**config.mk**
```make
export PLATFORM = sky130hd
export DESIGN_NAME = ps2encoder
export DESIGN_NICKNAME = d
export VERILOG_FILES = /design/src/rtl/ps2encoder.sv
export SDC_FILE = /design/constraint.sdc
export NUM_CORES = 1
export LEC_CHECK = 0
export ABC_AREA = 1
export ABC_CLOCK_PERIOD_IN_PS = 1400
export BUFFER_PORTS_ARGS = -buffer_cell sky130_fd_sc_hd__buf_2
export CAP_MARGIN = 0
export CORE_MARGIN = 1.5
export CORE_UTILIZATION = 40
export CTS_CLUSTER_SIZE = 14
export DETAILED_ROUTE_END_ITERATION = 8
export GPL_ROUTABILITY_DRIVEN = 0
export PLACE_DENSITY_LB_ADDON = 0.25
export SYNTH_ARGS = -nofsm -noshare
export SYNTH_HDL_FRONTEND = slang
export SYNTH_SLANG_ARGS = --single-unit
```
**constraint.sdc**
```tcl
create_clock -name i_clock -period 1.4 [get_ports i_clock]
set_input_delay 0.14 -clock i_clock [delete_from_list [all_inputs] [get_ports i_clock]]
set_output_delay 0.14 -clock i_clock [all_outputs]
set_load 0.01 [all_outputs]
```
**src/rtl/ps2encoder.sv**
```systemverilog
// PS/2 host-to-device command transmitter: inhibits the bus, issues
// request-to-send, shifts out one byte plus odd parity on device clock edges.
`timescale 1ns/1ps
module ps2encoder #(
  parameter int INHIBIT_CYCLES = 5000,
  parameter int TIMEOUT_CYCLES = 750000
) (
  input  logic       i_clock,
  input  logic       reset,
  input  logic       tx_start,
  input  logic [7:0] tx_data,
  input  logic       ps2_clk_in,
  input  logic       ps2_data_in,
  output logic       ps2_clk_oe,
  output logic       ps2_data_oe,
  output logic       busy,
  output logic       tx_done,
  output logic       tx_error
);

  localparam int MAX_CNT = (TIMEOUT_CYCLES > INHIBIT_CYCLES) ? TIMEOUT_CYCLES : INHIBIT_CYCLES;
  localparam int CNT_W   = $clog2(MAX_CNT + 1);
  localparam logic [CNT_W-1:0] INHIBIT_LAST = CNT_W'(INHIBIT_CYCLES - 1);
  localparam logic [CNT_W-1:0] TIMEOUT_LAST = CNT_W'(TIMEOUT_CYCLES - 1);

  typedef enum logic [2:0] {
    IDLE, INHIBIT, RTS, BITS, ACK, RELEASE
  } state_t;

  state_t           state, state_d;
  logic [CNT_W-1:0] cnt, cnt_d;
  logic [3:0]       bit_cnt, bit_cnt_d;
  logic [7:0]       tx_byte, tx_byte_d;
  logic             parity, parity_d;
  logic             drive_low, drive_low_d;
  logic             done_d, error_d;

  // Bit 2 is the previous synced clock sample, bit 1 the current one.
  logic [2:0] clk_sync;
  logic [1:0] data_sync;
  logic       clk_fall, clk_synced, data_synced, timeout;

  assign clk_synced  = clk_sync[1];
  assign data_synced = data_sync[1];
  assign clk_fall    = clk_sync[2] & ~clk_sync[1];
  assign timeout     = (cnt == TIMEOUT_LAST);

  // Idle-high bus: synchronizers reset to 1 so release never looks like an edge.
  always_ff @(posedge i_clock or negedge reset) begin
    if (!reset) begin
      clk_sync  <= '1;
      data_sync <= '1;
    end else begin
      clk_sync  <= {clk_sync[1:0], ps2_clk_in};
      data_sync <= {data_sync[0], ps2_data_in};
    end
  end

  // NOTE: every state element uses <= so all flops update from the same pre-edge values.
  always_ff @(posedge i_clock or negedge reset) begin
    if (!reset) begin
      state     <= IDLE;
      cnt       <= '0;
      bit_cnt   <= '0;
      tx_byte   <= '0;
      parity    <= 1'b0;
      drive_low <= 1'b0;
      tx_done   <= 1'b0;
      tx_error  <= 1'b0;
    end else begin
      state     <= state_d;
      cnt       <= cnt_d;
      bit_cnt   <= bit_cnt_d;
      tx_byte   <= tx_byte_d;
      parity    <= parity_d;
      drive_low <= drive_low_d;
      tx_done   <= done_d;
      tx_error  <= error_d;
    end
  end

  // NOTE: every signal gets a default first so no path through the case infers a latch.
  always_comb begin
    state_d     = state;
    cnt_d       = cnt;
    bit_cnt_d   = bit_cnt;
    tx_byte_d   = tx_byte;
    parity_d    = parity;
    drive_low_d = drive_low;
    done_d      = 1'b0;
    error_d     = 1'b0;

    case (state)
      IDLE: begin
        if (tx_start) begin
          tx_byte_d = tx_data;
          parity_d  = ~^tx_data;
          cnt_d     = '0;
          state_d   = INHIBIT;
        end
      end

      INHIBIT: begin
        cnt_d = cnt + 1'b1;
        if (cnt == INHIBIT_LAST) state_d = RTS;
      end

      RTS: begin
        cnt_d       = '0;
        bit_cnt_d   = '0;
        drive_low_d = 1'b1;
        state_d     = BITS;
      end

      BITS: begin
        cnt_d = cnt + 1'b1;
        if (timeout) begin
          state_d = IDLE;
          error_d = 1'b1;
        end else if (clk_fall) begin
          bit_cnt_d = bit_cnt + 1'b1;
          if (bit_cnt < 4'd8) begin
            drive_low_d = ~tx_byte[bit_cnt[2:0]];
          end else if (bit_cnt == 4'd8) begin
            drive_low_d = ~parity;
          end else begin
            // Tenth edge: stop bit is a released line; the counter stops here.
            drive_low_d = 1'b0;
            bit_cnt_d   = bit_cnt;
            state_d     = ACK;
          end
        end
      end

      ACK: begin
        cnt_d = cnt + 1'b1;
        if (timeout) begin
          state_d = IDLE;
          error_d = 1'b1;
        end else if (clk_fall) begin
          if (data_synced) begin
            state_d = IDLE;
            error_d = 1'b1;
          end else begin
            state_d = RELEASE;
          end
        end
      end

      RELEASE: begin
        cnt_d = cnt + 1'b1;
        if (timeout) begin
          state_d = IDLE;
          error_d = 1'b1;
        end else if (clk_synced && data_synced) begin
          state_d = IDLE;
          done_d  = 1'b1;
        end
      end

      default: state_d = IDLE;
    endcase
  end

  // Line drives decode straight from state so reset releases the bus at once.
  assign busy        = (state != IDLE);
  assign ps2_clk_oe  = (state == INHIBIT) || (state == RTS);
  assign ps2_data_oe = (state == RTS) || ((state == BITS) && drive_low);

endmodule

```
==> After elaboration in Yosys (flattened, before gate mapping) <==
Index checks and enable logic that the tools add are counted.
{ "totals": {"ff_bits": 44, "in_bits": 13, "word_cells": 86, "out_inout_bits": 5} }
{ "op_classes": {"n_addsub": 2, "magnitude_cmp": 2, "mux": 34, "bitwise_logic": 4, "n_reduce_logical": 16, "eq_ne": 18} }
{ "ops": {"columns": ["operator", "n"], "rows": [
  ["case mux 20 bit (3 select lines)", 1],
  ["2-to-1 mux 3 bit", 11],
  ["adder 20 x 1 -> 20 bit, second input constant", 1],
  ["== test 20 x 13 -> 1 bit, second input constant", 1],
  ["== test 20 bit, second input constant", 1],
  ["2-to-1 mux 20 bit", 1],
  ["inequality test 3 bit, second input constant", 6],
  ["case mux 3 bit (6 select lines)", 1],
  ["2-to-1 mux 4 bit", 4],
  ["2-to-1 mux 1 bit", 12],
  ["inequality test 2 bit, second input constant", 4],
  ["case mux 4 bit (2 select lines)", 1],
  ["XNOR reduction 8 bit", 1],
  ["AND reduction 7 bit", 1],
  ["== test 3 x 2 -> 1 bit, second input constant", 2],
  ["== test 3 bit, second input constant", 2],
  ["nonzero test 3 bit", 2],
  ["adder 4 x 1 -> 4 bit, second input constant", 1],
  ["== test 4 bit, second input constant", 1],
  ["< comparator 3 x 4 -> 1 bit, second input constant", 1],
  ["< comparator 4 bit, second input constant", 1],
  ["case mux 1 bit (2 select lines)", 2],
  ["AND reduction 2 bit", 2],
  ["AND reduction 4 bit", 1],
  ["11 further kinds", 15]
]} }

==> Depth between registers and ports, before layout <==
{ "depth": {"word_depth": 7, "mapped_depth": 11} }

==> Worst setup path after synthesis <==
Ideal clock, no wire load.
{ "synth_path": {"path_type": "reg2reg", "from": "register bit_cnt[0]", "to": "register state[2]", "t_required_ns": 1.283, "path_stages_with_launch": 11, "n_path_buf": 0, "slack_ns": -0.036, "arrival_time_ns": 1.318, "cell_sequence": "dfrtp_1 > inv_1 > ha_1 > nand3_1 > nand2_1 > nand2_2 > nand3_1 > nand2_1 > nand3_1 > nand2_1 > nand2_1"} }
{ "synth_via": {"elab_chain_len": 3} }
{ "synth_lines": {"columns": ["item", "line_no", "text"], "rows": [
  ["start: declaration", "32", "logic [3:0] bit_cnt, bit_cnt_d;"],
  ["start signal: assignment", "73", "bit_cnt <= bit_cnt_d;"],
  ["< comparator 4 bit or == test 4 bit (tied branches)", "122, 124", null],
  ["inequality test 3 bit (no source line)", null, null],
  ["AND reduction 7 bit (no source line) (*)", null, null],
  ["end signal: assignment", "71", "state <= state_d;"],
  ["end: declaration", "30", "state_t state, state_d;"]
]} }
Every way passes the cells marked *; elsewhere a longest branch is shown, timed or not.
A chain may end at the register's enable or synchronous reset.

==> Final worst setup path <==
{ "layout_path": {"from": "register state[2]", "to": "output port ps2_clk_oe"} }
{ "layout_via": {"elab_chain_len": 2} }
{ "layout_lines": {"columns": ["item", "line_no", "text"], "rows": [
  ["== test 3 x 1 -> 1 bit or == test 3 x 2 -> 1 bit (tied branches)", "167", "assign ps2_clk_oe = (state == INHIBIT) || (state == RTS);"],
  ["logical OR 1 bit (*)", "167", null],
  ["end: declaration", "14", "output logic ps2_clk_oe,"]
]} }
Marked as above.

==> flow_metrics.tcl <==
set metrics [dict create \
    maxCapViolations 0 \
    drt-total-wl_um 7210 \
    synthArstFlopShare_pct 100 \
    num-fill-cells 568 \
    synth-seq-cells 44 \
    regArea_um2 1120 \
    hp-class "primary input to flop" \
    critPathLaunch "state[2]$_DFFE_PN0P_" \
    critPathTopFamily "flip-flops" \
    worstMarginPinSlew_ps 360 \
    worstRegToRegCells 11 \
    yosysSeqAreaShare_pct 41.0 \
    io_buffer_count 17 \
    multiInputGateArea_um2 1620 \
    powerDensity_nw_per_um2 1490 \
    synth_warnings 0 \
    final_common_cell "nand2_1" \
    worstPathArrival_ps 1320 \
    cp.required_ps 1260 \
    clk_path_buf_depth 2 \
    die_w_um 85.2 \
    overflow 0 \
    syn_nets 394 \
    start_util_pct 42.0 \
    cp.depth 5 \
    die_area_um2 7250 \
    synth_cell_types 33 \
    core_area_um2 6420 \
    finalHoldViolCount 0 \
    cp-start-kind "flop" \
    hold_slack_ps 54.4 \
    drc 0 \
    ioPinCount 18 \
    dr.first_iter.drc_count 187 \
    final_area_um2 3820 \
    path_common_cell "buf_6" \
    wl_per_cell_um 13.4 \
    reg2reg_to "state[1]$_DFFE_PN0P_" \
    regToRegStartpoint "cnt[0]$_DFFE_PN0P_" \
    avgSynthCellArea_um2 7.16 \
    insertion_delay_ps 310 \
    stdcell_count 540 \
    place_inst 511 \
    final_layout_size_suffix_gt1_share_pct 37.4 \
    period_minus_slack_ps 1460 \
    slew_headroom_pct 75.8 \
    grt_pass1_wl_um 11900 \
    grt_max_degree 45 \
    setup_viol 13 \
    die_y_um 85.2 \
    dp_slack_ps -88.9 \
    max_freq_mhz 684 \
    synth.cell_area_um2 2700 \
    final_nets 479 \
    cts-root-buf "clkbuf_8" \
    run_status "complete, but fails checks" \
    crit_path_max_fanout 4 \
    synth_ff_type "dfrtp_1" \
    grt_pass1_vias 2606 \
    crit_path_cell_trace "nor2_4 -> buf_6 -> nand2_4 -> nand2_2 -> buf_6" \
    crit_slowest_cell "dfrtp_2" \
    antenna_found_initial 0 \
    synth_edf_count 0 \
    crit_path_end_kind "output port" \
    finClkSkew_ps 8.63 \
    holdPathStages 3 \
    setup_ws_ps -62.2 \
    yosys.area.top_type "dfrtp_1" \
    rsz0062_at_grt "true" \
    postSynthCellCount 377 \
    synthToLayoutAreaGrowth_pct 41.4 \
    critPathKind "flop to output port" \
    final_cell_mix "nand2_1, buf_4, inv_1, nor2_1, dfrtp_1" \
    cpPeakStageDelay_ps 470 \
    place_area_um2 3210 \
    crit_end "ps2_clk_oe" \
    power.leakage_nw 1.84 \
    irDropWorstVdd_mv 0.665 \
    cts_made_buffers 5 \
    synth_top_area_share_pct 36.1 \
    cp_num_buf_inv 2 \
    drv_slew 0 \
    path_clk_slew_ps 90 \
    diodes 0 \
    dr.pass1.iters 4 \
    r2r_slack_ps -60 \
    violations "negative setup slack" \
    viasPerCell 5.06 \
    fp-row-count 29 \
    drtAntennaViolNets 0 \
    power_w 0.00570 \
    clock_sinks 44 \
    dp_hpwl_um 5000 \
    yosys-top-cells-area "dfrtp_1, nand2_1, inv_1" \
    cts-htree-levels 2 \
    fin_crit_sh_pct 104 \
    num_vias 2732 \
    cts_tree "built" \
    grt.total_usage_pct 20.4 \
]
-- power breakdown --
part           internal [W]  switching [W]
combinational       0.00138        0.00161
clock              0.000538       0.000500
sequential          0.00153       0.000152
-- Yosys cell counts (2+ instances only) --
cell	count
a21oi_1	11
nand2_1	106
inv_2	7
nand4_1	6
dfstp_2	5
inv_1	47
nor3_1	10
ha_1	4
nor2_4	3
nor2_2	2
nand2_2	3
xnor2_1	7
nand3b_1	2
o21ai_0	19
dfrtp_1	39
o22ai_1	4
nor2_1	43
nand3_1	34
o21ai_1	2
nand3_2	4
xor2_1	6
buf_2	2
-- sequential cells by signal, summed over array words and instances, names as in the netlist --
signal / cells
cnt: 20
tx_byte: 8
bit_cnt: 4
clk_sync: 3
state: 3
data_sync: 2
drive_low: 1
parity: 1
tx_done: 1
tx_error: 1
-- how the worst min path moves through the flow --
stage                     startpoint                endpoint  slack [ps]
final                     tx_data[6]  tx_byte[6]$_DFFE_PN0P_          50
after global routing      tx_data[3]  tx_byte[3]$_DFFE_PN0P_          60
after CTS                 tx_data[3]  tx_byte[3]$_DFFE_PN0P_          50
after detailed placement       reset      cnt[8]$_DFFE_PN0P_         140
after global placement         reset      cnt[6]$_DFFE_PN0P_         140
after floorplan                reset  bit_cnt[0]$_DFFE_PN0P_        -160
-- stage by stage --
stage	util (%)	TNS, ps
floorplan	-	0
global placement	50.0	-533
detailed placement	50.0	-802
CTS	54.2	-539
global route	59.5	-2440
finish	59.5	-398
-- worst reg2reg max path: cells and delay by family, from the launching register on --
kind | cells | cell delay, ps
adders and majority gates | 1 | 130
and+or+nand+nor | 8 | 680
buffers and inverters | 2 | 180
DFF | 1 | 390
-- cells by family after synthesis --
group / after synthesis / synth area share, %
and+or+nand+nor: 218 / 36.3
adders and majority gates: 4 / 1.85
xor gates and xnor gates: 13 / 4.22
AOI/OAI and AO/OA: 40 / 8.29
buffers and inverters: 58 / 8.34
DFF: 44 / 41.0
-- layout make-up --
cell class | count | share of cell area, %
clock buffers | 5 | 1.80
clock inverters | 3 | 1.25
inverters | 56 | 5.83
multi-input cells | 275 | 42.3
flip-flops and latches | 44 | 29.3
well taps | 77 | 2.52
repair buffers | 80 | 17.0
-- layer usage --
| metal | share of wire, % | vias up | track usage, % |
|---|---|---|---|
| met5 | 0 | - | 0 |
| met4 | 2.0 | 0 | 8.05 |
| met3 | 3.9 | 13 | 3.79 |
| met2 | 47 | 59 | 32.0 |
| met1 | 47 | 1290 | 27.9 |
| li1 | - | 1370 | - |
-- timing repair --
action	4_1_cts	5_1_grt
pin swaps	5	22
setup endpoints to repair	26	30
hold buffers	3	0
resized for setup	21	70
endpoints found under the hold margin	41	0
buffers inserted	7	11
Note: power is estimated with default switching activity, not from simulation.
